## src/rtl/db_req_arbiter_if.sv

```systemverilog
// Bundle of requester, database and response signals around db_req_arbiter.
// The arbiter takes the slave view; the environment driving it takes the master view.
interface db_req_arbiter_if #(
  parameter int KEY_SIZE  = 96,
  parameter int FLAG_SIZE = 4,
  parameter int DEPTH     = 8
);
  localparam int CNT_W = $clog2(DEPTH) + 1;

  logic [KEY_SIZE-1:0]  req0_key;
  logic [KEY_SIZE-1:0]  req1_key;
  logic [FLAG_SIZE-1:0] req0_flag;
  logic [FLAG_SIZE-1:0] req1_flag;
  logic                 req0_valid;
  logic                 req1_valid;
  logic                 req0_ready;
  logic                 req1_ready;

  logic [KEY_SIZE-1:0]  db_in_key;
  logic [FLAG_SIZE-1:0] db_in_flag;
  logic                 db_in_valid;
  logic                 db_out_valid;
  logic [FLAG_SIZE-1:0] db_out_flag;

  logic                 rsp0_valid;
  logic                 rsp1_valid;
  logic [FLAG_SIZE-1:0] rsp0_flag;
  logic [FLAG_SIZE-1:0] rsp1_flag;

  logic [CNT_W-1:0]     outstanding;
  logic                 err_orphan;

  modport slave (
    input  req0_key, req1_key, req0_flag, req1_flag, req0_valid, req1_valid,
    input  db_out_valid, db_out_flag,
    output req0_ready, req1_ready,
    output db_in_key, db_in_flag, db_in_valid,
    output rsp0_valid, rsp1_valid, rsp0_flag, rsp1_flag,
    output outstanding, err_orphan
  );

  modport master (
    output req0_key, req1_key, req0_flag, req1_flag, req0_valid, req1_valid,
    output db_out_valid, db_out_flag,
    input  req0_ready, req1_ready,
    input  db_in_key, db_in_flag, db_in_valid,
    input  rsp0_valid, rsp1_valid, rsp0_flag, rsp1_flag,
    input  outstanding, err_orphan
  );
endinterface

```

## src/rtl/db_req_arbiter.sv

```systemverilog
// Round-robin arbiter sharing the database lookup port between two requesters;
// an in-order tag FIFO remembers the source of each lookup to route responses back.
module db_req_arbiter #(
  parameter int KEY_SIZE  = 96,
  parameter int FLAG_SIZE = 4,
  parameter int DEPTH     = 8
) (
  input  logic              clk,
  input  logic              rst,
  db_req_arbiter_if.slave   bus
);
  localparam int PTR_W = $clog2(DEPTH);
  localparam int CNT_W = PTR_W + 1;

  logic [1:0]                valid;
  logic [1:0]                ready;
  logic [1:0]                accept;
  logic                      full;
  logic                      empty;
  logic                      push;
  logic                      push_src;
  logic                      pop;
  logic                      head;

  logic                      last_q, last_d;
  logic [CNT_W-1:0]          cnt_q, cnt_d;
  logic [PTR_W-1:0]          wr_ptr_q, wr_ptr_d;
  logic [PTR_W-1:0]          rd_ptr_q, rd_ptr_d;
  logic [DEPTH-1:0]          tag_q, tag_d;
  logic [KEY_SIZE-1:0]       db_key_q, db_key_d;
  logic [FLAG_SIZE-1:0]      db_flag_q, db_flag_d;
  logic                      db_valid_q, db_valid_d;
  logic [1:0]                rsp_valid_q, rsp_valid_d;
  logic [1:0][FLAG_SIZE-1:0] rsp_flag_q, rsp_flag_d;
  logic                      err_q, err_d;

  assign valid    = {bus.req1_valid, bus.req0_valid};
  assign full     = (cnt_q == CNT_W'(DEPTH));
  assign empty    = (cnt_q == '0);
  assign accept   = valid & ready;
  assign push     = |accept;
  assign push_src = accept[1];
  assign pop      = bus.db_out_valid & ~empty;
  assign head     = tag_q[rd_ptr_q];

  // A lone requester always wins; on a tie the one that did not win last time goes.
  for (genvar gi = 0; gi < 2; gi++) begin : g_chan
    assign ready[gi]       = valid[gi] & ~full & (~valid[1-gi] | (last_q != 1'(gi)));
    assign rsp_valid_d[gi] = pop & (head == 1'(gi));
    assign rsp_flag_d[gi]  = rsp_valid_d[gi] ? bus.db_out_flag : rsp_flag_q[gi];
  end

  always_comb begin
    last_d     = last_q;
    cnt_d      = cnt_q;
    wr_ptr_d   = wr_ptr_q;
    rd_ptr_d   = rd_ptr_q;
    tag_d      = tag_q;
    db_key_d   = db_key_q;
    db_flag_d  = db_flag_q;
    db_valid_d = push;
    err_d      = err_q | (bus.db_out_valid & empty);

    if (push) begin
      tag_d[wr_ptr_q] = push_src;
      wr_ptr_d        = wr_ptr_q + PTR_W'(1);
      last_d          = push_src;
      db_key_d        = push_src ? bus.req1_key  : bus.req0_key;
      db_flag_d       = push_src ? bus.req1_flag : bus.req0_flag;
    end
    if (pop) begin
      rd_ptr_d = rd_ptr_q + PTR_W'(1);
    end

    case ({push, pop})
      2'b10:   cnt_d = cnt_q + CNT_W'(1);
      2'b01:   cnt_d = cnt_q - CNT_W'(1);
      default: cnt_d = cnt_q;
    endcase
  end

  always_ff @(posedge clk) begin
    if (rst) begin
      last_q      <= 1'b1;
      cnt_q       <= '0;
      wr_ptr_q    <= '0;
      rd_ptr_q    <= '0;
      tag_q       <= '0;
      db_key_q    <= '0;
      db_flag_q   <= '0;
      db_valid_q  <= 1'b0;
      rsp_valid_q <= '0;
      rsp_flag_q  <= '0;
      err_q       <= 1'b0;
    end else begin
      last_q      <= last_d;
      cnt_q       <= cnt_d;
      wr_ptr_q    <= wr_ptr_d;
      rd_ptr_q    <= rd_ptr_d;
      tag_q       <= tag_d;
      db_key_q    <= db_key_d;
      db_flag_q   <= db_flag_d;
      db_valid_q  <= db_valid_d;
      rsp_valid_q <= rsp_valid_d;
      rsp_flag_q  <= rsp_flag_d;
      err_q       <= err_d;
    end
  end

  assign bus.req0_ready  = ready[0];
  assign bus.req1_ready  = ready[1];
  assign bus.db_in_key   = db_key_q;
  assign bus.db_in_flag  = db_flag_q;
  assign bus.db_in_valid = db_valid_q;
  assign bus.rsp0_valid  = rsp_valid_q[0];
  assign bus.rsp1_valid  = rsp_valid_q[1];
  assign bus.rsp0_flag   = rsp_flag_q[0];
  assign bus.rsp1_flag   = rsp_flag_q[1];
  assign bus.outstanding = cnt_q;
  assign bus.err_orphan  = err_q;
endmodule

```

## src/flat_wrapper.sv

```systemverilog
// flat-port wrapper written by rule: the top's interface ports become plain ports
module db_req_arbiter_flat 
#(
  parameter int KEY_SIZE  = 96,
  parameter int FLAG_SIZE = 4,
  parameter int DEPTH     = 8
)
  (clk, rst, bus_req0_key, bus_req1_key, bus_req0_flag, bus_req1_flag, bus_req0_valid, bus_req1_valid, bus_db_out_valid, bus_db_out_flag, bus_req0_ready, bus_req1_ready, bus_db_in_key, bus_db_in_flag, bus_db_in_valid, bus_rsp0_valid, bus_rsp1_valid, bus_rsp0_flag, bus_rsp1_flag, bus_outstanding, bus_err_orphan);
  db_req_arbiter_if #(.KEY_SIZE(KEY_SIZE), .FLAG_SIZE(FLAG_SIZE), .DEPTH(DEPTH)) bus_i ();
  input  logic clk;
  input  logic rst;
  input wire logic [$bits(bus_i.req0_key)-1:0] bus_req0_key;
  input wire logic [$bits(bus_i.req1_key)-1:0] bus_req1_key;
  input wire logic [$bits(bus_i.req0_flag)-1:0] bus_req0_flag;
  input wire logic [$bits(bus_i.req1_flag)-1:0] bus_req1_flag;
  input wire logic [$bits(bus_i.req0_valid)-1:0] bus_req0_valid;
  input wire logic [$bits(bus_i.req1_valid)-1:0] bus_req1_valid;
  input wire logic [$bits(bus_i.db_out_valid)-1:0] bus_db_out_valid;
  input wire logic [$bits(bus_i.db_out_flag)-1:0] bus_db_out_flag;
  output wire logic [$bits(bus_i.req0_ready)-1:0] bus_req0_ready;
  output wire logic [$bits(bus_i.req1_ready)-1:0] bus_req1_ready;
  output wire logic [$bits(bus_i.db_in_key)-1:0] bus_db_in_key;
  output wire logic [$bits(bus_i.db_in_flag)-1:0] bus_db_in_flag;
  output wire logic [$bits(bus_i.db_in_valid)-1:0] bus_db_in_valid;
  output wire logic [$bits(bus_i.rsp0_valid)-1:0] bus_rsp0_valid;
  output wire logic [$bits(bus_i.rsp1_valid)-1:0] bus_rsp1_valid;
  output wire logic [$bits(bus_i.rsp0_flag)-1:0] bus_rsp0_flag;
  output wire logic [$bits(bus_i.rsp1_flag)-1:0] bus_rsp1_flag;
  output wire logic [$bits(bus_i.outstanding)-1:0] bus_outstanding;
  output wire logic [$bits(bus_i.err_orphan)-1:0] bus_err_orphan;
  assign bus_i.req0_key = bus_req0_key;
  assign bus_i.req1_key = bus_req1_key;
  assign bus_i.req0_flag = bus_req0_flag;
  assign bus_i.req1_flag = bus_req1_flag;
  assign bus_i.req0_valid = bus_req0_valid;
  assign bus_i.req1_valid = bus_req1_valid;
  assign bus_i.db_out_valid = bus_db_out_valid;
  assign bus_i.db_out_flag = bus_db_out_flag;
  assign bus_req0_ready = bus_i.req0_ready;
  assign bus_req1_ready = bus_i.req1_ready;
  assign bus_db_in_key = bus_i.db_in_key;
  assign bus_db_in_flag = bus_i.db_in_flag;
  assign bus_db_in_valid = bus_i.db_in_valid;
  assign bus_rsp0_valid = bus_i.rsp0_valid;
  assign bus_rsp1_valid = bus_i.rsp1_valid;
  assign bus_rsp0_flag = bus_i.rsp0_flag;
  assign bus_rsp1_flag = bus_i.rsp1_flag;
  assign bus_outstanding = bus_i.outstanding;
  assign bus_err_orphan = bus_i.err_orphan;
  db_req_arbiter #(.KEY_SIZE(KEY_SIZE), .FLAG_SIZE(FLAG_SIZE), .DEPTH(DEPTH)) u_core (.clk(clk), .rst(rst), .bus(bus_i));
endmodule
```

## config.mk

```make
export PLATFORM = sky130hd
export DESIGN_NAME = db_req_arbiter_flat
export DESIGN_NICKNAME = d
export VERILOG_FILES = /design/src/rtl/db_req_arbiter_if.sv /design/src/rtl/db_req_arbiter.sv /design/src/flat_wrapper.sv
export SDC_FILE = /design/constraint.sdc
export NUM_CORES = 1
export LEC_CHECK = 0
export CAP_MARGIN = 20
export CORE_AREA = 3 3 127 129
export DETAILED_ROUTE_END_ITERATION = 16
export DIE_AREA = 0 0 130 132
export PLACE_DENSITY = 0.87
export REMOVE_ABC_BUFFERS = 1
export SLEW_MARGIN = 20
export SYNTH_ARGS = -nofsm -noshare
export SYNTH_HDL_FRONTEND = slang
export SYNTH_SLANG_ARGS = --single-unit
export TNS_END_PERCENT = 1
```

## constraint.sdc

```tcl
create_clock -name clk -period 7.2 [get_ports clk]
set_clock_uncertainty 0.1 [all_clocks]
set_input_delay 1.44 -clock clk [delete_from_list [all_inputs] [get_ports clk]]
set_output_delay 1.44 -clock clk [all_outputs]
set_load 0.005 [all_outputs]
```

## Word-level counts from Yosys, hierarchy flattened

Cells that the tools add are included.

| word-level totals | value |
|---|---|
| output and inout port bits | 118 |
| register bits | 131 |
| input port bits | 209 |

| operators by class | value |
|---|---|
| $lt $le $gt $ge | 3 |
| reductions and logical operators | 4 |
| bitwise operators | 18 |
| $add $sub $neg | 4 |
| equal/unequal tests | 3 |
| muxes and demuxes | 8 |

Operators with widths:

| operator | number |
|---|---|
| $mux 96 | 1 |
| $and 1x1->1 | 8 |
| $bwmux 8 | 1 |
| $lt 3x4->1 const B | 2 |
| $pmux 4 s2 | 1 |
| $add 3x1->3 const B | 2 |
| $not 1->1 | 6 |
| $add 4x1->4 const B | 1 |
| $eq 4x4->1 const B | 1 |
| $logic_not 4->1 | 1 |
| $mux 4 | 1 |
| $sub 4x1->4 const B | 1 |
| $bmux 1 s3 | 1 |
| $demux 1 s3 | 1 |
| $ge 3x1->1 const B | 1 |
| $or 1x1->1 | 3 |
| $and 2x2->2 | 1 |
| $eq 2x1->1 const B | 1 |
| $eq 2x2->1 const B | 1 |
| $mux 1 | 2 |
| $reduce_bool 2->1 | 1 |
| $reduce_or 2->1 | 1 |
| $logic_and 1x1->1 | 1 |

## Logic depth before layout (Yosys ltp)

Gate-level depths: netlist of the first run.

| logic depth | value |
|---|---|
| depth after elaboration | 8 |
| depth in mapped cells | 12 |
| depth with buffers taken out | 10 |

## Least setup slack after synthesis of the first run

OpenSTA, ideal clock, no wires.

| timing | value |
|---|---|
| kind | input port to output port |
| from | input bus_req0_valid |
| to | output bus_req1_ready |
| arrival | 2.107 ns |
| setup slack | 3.553 ns |
| buffers on the path | 2 |
| required time | 5.660 ns |
| stages on the path | 5 |
| cell sequence | nand2_1 -> nand3_4 -> inv_1 -> clkbuf_1 -> buf_2 |

| between the ends | value |
|---|---|
| word-level cells in the longest chain between the ends | 3 |

Ends and longest elaborated chain:

| item | line | text |
|---|---|---|
| start: declaration | flat_wrapper.sv:16 | `input wire logic [$bits(bus_i.req0_valid)-1:0] bus_req0_valid;` |
| $not 1->1 | db_req_arbiter.sv:48 | `assign ready[gi] = valid[gi] & ~full & (~valid[1-gi] \| (last_q != 1'(gi)));` |
| $or 1x1->1 | db_req_arbiter.sv:48 |  |
| $and 1x1->1 | db_req_arbiter.sv:48 |  |
| end: declaration | flat_wrapper.sv:21 | `output wire logic [$bits(bus_i.req1_ready)-1:0] bus_req1_ready;` |

No other way between the ends.

## Final worst setup path of the first run

Ends and elaborated chain as after synthesis.

==> results of run 1 <==
## through the flow
step | setup WS, ns | power [W] | cell area, um^2 | hold slack [ns] | setup TNS (ns)
6_report | 1.698 | 0.002524 | 9630 | 0.3727 | 0
5_1_grt | 1.542 | 0.002657 | 9630 | 0.3910 | 0
4_1_cts | 1.677 | 0.002549 | 9630 | 0.3741 | 0
3_5_place_dp | 1.693 | 0.001639 | 9010 | 0.3643 | 0
3_3_place_gp | 1.722 | 0.001621 | 9010 | 0.3600 | 0
2_1_floorplan | -2.997 | 0.001257 | 5468 | 0.3544 | -149.05
## layout make-up
type	instances	share of cell area, %
Clock inverter	12	1.598
Inverter	4	0.1689
Multi-Input combinational cell	518	29.47
Clock buffer	20	4.846
Timing Repair Buffer	331	34.25
Tap cell	188	2.443
Sequential cell	131	27.23
## logic make-up after synthesis
kind of cell,synth area share [%]
and+or+nand+nor,25.90
DFF,44.25
adders and majority gates,1.056
muxes,3.420
buffers and inverters,8.001
AOI/OAI and AO/OA,16.34
xor gates and xnor gates,1.034
## critical path, stage by stage
cell	delay, ns
clkdlybuf4s50_1	0.52
nand2_1	0.11
nand3_4	0.43
clkinv_2	0.76
clkdlybuf4s50_1	0.66
## Yosys cell counts (4+ instances only)
cell type,n,share of area (%)
nor2b_1,5,0.53
mux2i_1,18,3.0
inv_1,4,0.25
o21ai_0,4,0.34
xor2_1,5,0.74
nand2_1,207,13
nor2_1,123,7.8
nand2b_1,15,1.6
a21oi_1,6,0.51
a311oi_1,100,15
ha_1,5,1.1
buf_2,14,1.2
buf_12,11,3.7
clkbuf_1,38,2.4
dfxtp_1,131,44
## metal layers
layer,vias to the layer above,GRT usage (%)
met3,29,7.820
li1,3059,-
met4,0,6.871
met5,-,0
met1,2842,24.35
met2,236,37.85
## registers in the layout, summed over array words and instances (netlist names)
register / count
u_core.bus.db_in_flag: 4
u_core.last_q: 1
u_core.tag_q: 8
u_core.rd_ptr_q: 3
u_core.wr_ptr_q: 3
u_core.bus.db_in_key: 96
u_core.bus.outstanding: 4
u_core.bus.err_orphan: 1
u_core.bus.rsp0_flag: 4
u_core.bus.rsp1_flag: 4
u_core.bus.db_in_valid: 1
u_core.rsp_valid_q: 2
## power groups by stage
stage          sequential, W  clock [W]  combinational, W
5_1_grt             0.000931   0.000949          0.000777
6_report            0.000915   0.000898          0.000710
4_1_cts             0.000915   0.000917          0.000716
2_1_floorplan       0.000929          0          0.000328
3_5_place_dp        0.000929          0          0.000710
3_3_place_gp        0.000923          0          0.000698
## worst min path at each step
stage	end	startpoint	depth (start not counted)
final	u_core.bus.rsp1_flag[1]$_SDFFE_PP0P_	u_core.bus.rsp1_flag[1]$_SDFFE_PP0P_	2
after global routing	u_core.bus.rsp1_flag[1]$_SDFFE_PP0P_	u_core.bus.rsp1_flag[1]$_SDFFE_PP0P_	2
after CTS	u_core.bus.rsp1_flag[1]$_SDFFE_PP0P_	u_core.bus.rsp1_flag[1]$_SDFFE_PP0P_	2
after detailed placement	u_core.bus.rsp1_flag[1]$_SDFFE_PP0P_	u_core.bus.rsp1_flag[1]$_SDFFE_PP0P_	2
after global placement	u_core.bus.rsp1_flag[3]$_SDFFE_PP0P_	u_core.bus.rsp1_flag[3]$_SDFFE_PP0P_	2
after floorplan	u_core.tag_q[3]$_SDFFE_PP0P_	u_core.tag_q[3]$_SDFFE_PP0P_	2
==> results.md, run 1 <==
- Cell internal power was estimated by the tool at 0.001809 W.
- The flow ran to the end, and the final reports show no timing, DRC or antenna violations.
- The required time of the critical path is 5.66 ns.
- At the end of the flow, the number of nets in the layout was 1217.
- The residual DRC count is 0.
- The total global routing overflow is 0.
- The maximum resistive drop on vdd is 0.0001844 V.
- The multi-input logic area is 2838 um^2.
- Across every metal layer, demand over resource in global routing totals 21.67%.
- Counting flops with an async set or reset pin after synthesis yields a share of 0%.
- For this design the total switching power over the nets is 0.0007157 W.
- STA classifies the critical path startpoint as a primary input.
- The post-cts sizing count is 0.
- The synthesized instance count is 719.
- The Yosys step of the flow raised 0 warnings.
- The post-CTS setup buffer count is 0.
- The floorplan has 45 rows.
- The horizontal die dimension is 130 um.
- The synthesized area is 5927 um^2.
- The area inside the core boundary is 15150 um^2.
- The I/O pin total is 327.
- For this run, the detailed router's first-pass iteration total came to 4.
- Of the available clock period, the critical path in the final layout requires 76.41%.
- The met2 wire length is 9882 um.
- The first global-routing pass estimated 29840 um of wire.
- Timing would allow up to 181.8 MHz.
- Data arrives at the worst endpoint at 3.96 ns.
- TritonCTS built the clock tree.
- The placer's final routability congestion estimate is 0.8053.
- The H-tree was split into 4 levels.
- Of the cells placed in the final design, the portion with a size suffix greater than 1 is 4.626%.
- The startpoint identified for the worst register-to-register timing path is u_core.bus.outstanding[1]$_SDFFE_PP0P_.
- The library cells used most frequently in the layout, excluding fill and tap cells, are 325 x clkdlybuf4s50_1, 207 x nand2_1, 131 x dfxtp_1.
- The worst pin sits at a relative slew slack of 29.41%.
- The fill cell instance count of the final layout is 1230.
- For this design the ratio of total power to cell area is 262.1 nW/um^2.
- The area growth from synthesis to layout is 62.49%.
- The slack of the worst reg-to-reg path is 3.70 ns.
- Clock-pin slew was measured on the worst setup and hold paths at 0.05 ns.
- The number of hold violations in the final report is 0.
- The via count of the first global-routing pass came to 5868.
- The fraction of power consumed by sequential logic is 36.3%.
- The total placed cells including tap cells is 1172.
- The post-detailed-route via-to-cell ratio is 5.121.
- The final non-filler cell total is 1204.
- Max-cap violations in this run came to 0.
- The clock buffer count from CTS is 17.
- The clock net sink count is 131.
- In this run the clock root is driven by a clkbuf_16.
- The number of flops mapped to enable cells by yosys is 0.
- The final max-slew violation count came to 0.
- The endpoint of the most critical register-to-register path is u_core.bus.db_in_key[71]$_SDFFE_PP0P_.
- The top flip-flop cell by instance count after synthesis is dfxtp_1.
- For this block, the routed nets add up to 19170 um of wire.
- Counting distinct cell types in the post-synthesis netlist gives 36.
- The number of vias after detailed routing is 6166.
- The count of input and output buffers is 326.
- The sequential cells in the finished layout cover a total of 2623 um^2.
- The worst setup path endpoint is bus_req1_ready.
- The uppermost metal layer occupied by signal nets is met4.
- By startpoint and endpoint, the worst setup path is classified as primary input to output pin.
- The final standard cell utilization of the core is 63.59%.
- The highest fanout seen on the critical path is 51.
- The type of the tightest min-delay check is flop to flop.
- The wire length per cell is 15.92 um.
- Detailed routing placed a total of 1556 um of wire on met3.
- Setup violations remaining at the end of the flow were counted as 0.
- The worst setup path is captured at an output pin.
- Counting cells, the worst reg-to-reg path comes to 6.
- Combinational logic is responsible for 28.1% of the overall power.
- The number of buffers added to fix hold violations after cts is 0.
- The initial core utilization is 39.13%.
- The pin count of the biggest net entering global routing is 113.
- The mean area per synthesized cell is 8.243 um^2.
- The clock share of power is 35.6%.
- 0 antenna diodes ended up in the layout.
- The buffer depth of the longest clock path is 2.
- The remaining antenna violation count after routing is 0.
- The net switching fraction of the power is 28.35%.
- The routed design could run at a clock period as short as 5.502 ns.
- The static power due to leakage is 3.840 nW.
- The most critical setup path has its startpoint at bus_req0_valid.
- In this run, the number of DRC markers left after iteration 0 of detailed routing was 350.
- The initial antenna violation count is 0.
- Setup repair after global routing left no endpoint under its margin.
- The number of register bits inferred by synthesis is 131.
- The clock insertion delay at the later pin of the skew report is 0.41 ns.
- The total half-perimeter wirelength after legalization and detailed placement is 13580 um.
- The transition time of the tightest slew-check pin is 1.059 ns.
- The library cell used most frequently in the layout, excluding fill and tap cells, is clkdlybuf4s50_1.
- The met1 routed wirelength after detailed routing is 7374 um.
- In this run the vertical extent of the chip is 132 um.
- The portion of the post-synthesis area used by sequential elements is 44.25%.
- The die covers 17160 um^2.
(Power assumes the default switching activity.)
==> run 2: changes to the inputs <==
--- a/config.mk
+++ b/config.mk
@@ -6,10 +6,10 @@
 export NUM_CORES = 1
 export LEC_CHECK = 0
 export CAP_MARGIN = 20
-export CORE_AREA = 3 3 127 129
+export CORE_MARGIN = 3
+export CORE_UTILIZATION = 35
 export DETAILED_ROUTE_END_ITERATION = 16
-export DIE_AREA = 0 0 130 132
-export PLACE_DENSITY = 0.87
+export PLACE_DENSITY = 0.83
 export REMOVE_ABC_BUFFERS = 1
 export SLEW_MARGIN = 20
 export SYNTH_ARGS = -nofsm -noshare
==> constraint.sdc (replaced) <==
create_clock -name clk -period 4.95 [get_ports clk]
set_clock_uncertainty 0.1 [all_clocks]
set_input_delay 0.99 -clock clk [delete_from_list [all_inputs] [get_ports clk]]
set_output_delay 0.99 -clock clk [all_outputs]
set_load 0.005 [all_outputs]
==> run 2 against run 1 <==
Net effect: setup slack lost 0.43 ns; register-to-register slack got worse by 1.8 ns; sequential power up 45%; non-clock buffer count is 1 higher; flip-flop and latch count unchanged; critical path type unchanged; final cell count rose by 2.4%; largest power group unchanged; power up 43%; global-route usage fell by 0.72 points; clock power grew 40%; combinational power up 45%.
==> results.md, run 2 (same netlist as run 1, synthesis figures left out) <==
- The clock insertion delay at the later pin of the skew report is 0.41 ns.
- The count of nets left with antenna violations once routing finished came out at 0.
- The transition time of the tightest slew-check pin is 1.004 ns.
- Headroom to the max-slew limit came out at 32.15%.
- The final standard cell utilization of the core is 59.49%.
- The initialized floorplan defines 46 standard-cell rows.
- Dividing total power by cell area gives a power density of 375.1 nW/um^2.
- For this design the static power due to leakage is 3.840 nW.
- In this run the post-CTS setup repair buffer count came out at 0.
- On the critical path, the stage with the largest delay is an instance of clkdlybuf4s50_1.
- The clock transition at the registers of the reported paths is 0.06 ns.
- The cell seen most often among critical-path stages is clkdlybuf4s50_1.
- In the final design database the tool counted 1218 nets.
- The fraction of layout instances using a drive strength above 1 is 4.720%.
- The highest clock rate is 271.8 MHz.
- Walking the worst path, the cells encountered are clkdlybuf4s50_1, nand2_1, nand3_4, clkinv_2, clkdlybuf4s50_1.
- The die is 136.1 um wide.
- The area growth from synthesis to final layout is 62.91%.
- 327 I/O pins were placed.
- The first detailed-routing pass took 4 iterations.
- Routability-driven placement finished with a final weighted congestion of 0.8117.
- The via count of the first global-routing pass is 6001.
- The most common cell after layout, fill and taps aside is clkdlybuf4s50_1.
- The count of input and output buffers is 326.
- The peak per-stage delay on the critical path is 0.54 ns.
- The run finished with clean final reports.
- For this run, design rule violations remaining after detail routing come to 0.
- The final-report setup violation count is 0.
- The minimum period implied by the final worst setup slack is 3.679 ns.
- Entering global routing, the biggest net connects 203 pins.
- The max-cap check violation count is 0.
- In the global route stage, overall resource usage came out at 20.95%.
- The critical path in this run is classified as primary input to output pin.
- The die height is 136.1 um.
- The number of buffers added to fix hold violations after cts is 0.
- The region available for standard cell placement spans 16230 um^2.
- The first routing iteration left 361 violations.
- Setup repair after global routing left no endpoint under its margin.
- The antenna diode count is 0.
- The clock buffer count from CTS is 17.
- Setup slack on the worst reg-to-reg path comes out at 1.86 ns.
- The clock net sink count is 131.
- The final-layout setup total negative slack is 0 ns.
- The required time of the critical path is 3.86 ns.
- The H-tree was split into 4 levels.
- The final max-slew violation count came to 0.
- Summed over all layers, the global routing overflow is 0.
- The post-route clock period utilization is 74.33%.
- The total half-perimeter wirelength after legalization and detailed placement is 14060 um.
- The tree is rooted in a clkbuf_16.
- The first-pass GRT wire length is 30750 um.
- Data on the critical path arrives at its endpoint at 2.59 ns.
- The initial antenna violation count is 1.
- The initial core utilization is 36.52%.
- The number of hold violations in the final report is 0.
- TritonCTS built the clock tree.
- The number of flip-flops in the largest register is 96.
- The path class of the tightest hold or removal check is flop to flop.
- The wire length per cell is 16.13 um.
- In this run the worst path has a maximum fanout of 27.
- The post-detailed-route via-to-cell ratio is 4.980.
- The detailed router placed 6140 vias in this run.
- STA classifies the critical path startpoint as a primary input.
- Counting along the longest clock path gives a buffer depth of 2.
- The maximum resistive drop on vdd is 0.0002431 V.
- The area enclosed by the die boundary is 18530 um^2.
- STA classifies the critical path endpoint as an output pin.
- Leaving out fill and tap cells, the most frequent cells in the layout are 325 x clkdlybuf4s50_1, 207 x nand2_1, 131 x dfxtp_1.
- The aggregate routed wire length is 19890 um.
- In this run, post-CTS repair resized a total of 0 instances.
run 2: metal layers:
| layer | up-vias | wire length (um) | track usage (%) |
|---|---|---|---|
| li1 | 3053 | - | - |
| met1 | 2809 | 7775 | 23.49 |
| met2 | 233 | 9705 | 35.42 |
| met3 | 43 | 1849 | 8.956 |
| met4 | 2 | 543 | 7.671 |
| met5 | - | 13 | 0 |
run 2: power breakdown:
part           internal (W)  leakage (nW)  switching (W)  total (W)
Combinational      0.000582          2.47       0.000452    0.00103
Clock              0.000760         0.287       0.000496    0.00126
Sequential          0.00122          1.09       0.000112    0.00133
Total               0.00256          3.84        0.00106    0.00362
run 2: critical path: cells and delay by family:
kind / cells / cell delay (ns)
buf+inv: 3 / 1.16
simple gates: 2 / 0.43
run 2: final timing paths:
path                                                        startpoint  depth (start not counted)                                    end
worst min-delay path              u_core.bus.rsp1_flag[2]$_SDFFE_PP0P_                          2   u_core.bus.rsp1_flag[2]$_SDFFE_PP0P_
worst max-delay path                                    bus_req0_valid                          5                         bus_req1_ready
worst max register to register  u_core.bus.outstanding[1]$_SDFFE_PP0P_                          7  u_core.bus.db_in_key[92]$_SDFFE_PP0P_
worst min register to register    u_core.bus.rsp1_flag[2]$_SDFFE_PP0P_                          2   u_core.bus.rsp1_flag[2]$_SDFFE_PP0P_
run 2: per-stage QoR:
| stage | setup slack [ns] | hold slack (ns) | total power [W] | area (um^2) | std cells |
|---|---|---|---|---|---|
| after floorplan | -4.797 | 0.3544 | 0.001829 | 5468 | 653 |
| after global placement | 1.198 | 0.3497 | 0.002364 | 9065 | 1201 |
| after detailed placement | 1.032 | 0.3602 | 0.002389 | 9065 | 1201 |
| after CTS | 1.251 | 0.3747 | 0.003660 | 9656 | 1233 |
| after global routing | 1.196 | 0.3990 | 0.003822 | 9656 | 1233 |
| final | 1.271 | 0.3762 | 0.003621 | 9656 | 1233 |
run 2: layout make-up:
cell class	instances	area, um^2
Timing Repair Buffer	332	3318
Multi-Input combinational cell	518	2838
Inverter	4	16.27
Clock inverter	14	151.4
Sequential cell	131	2623
Clock buffer	18	439.2
Tap cell	216	270.3
Fill cell	1438	6575
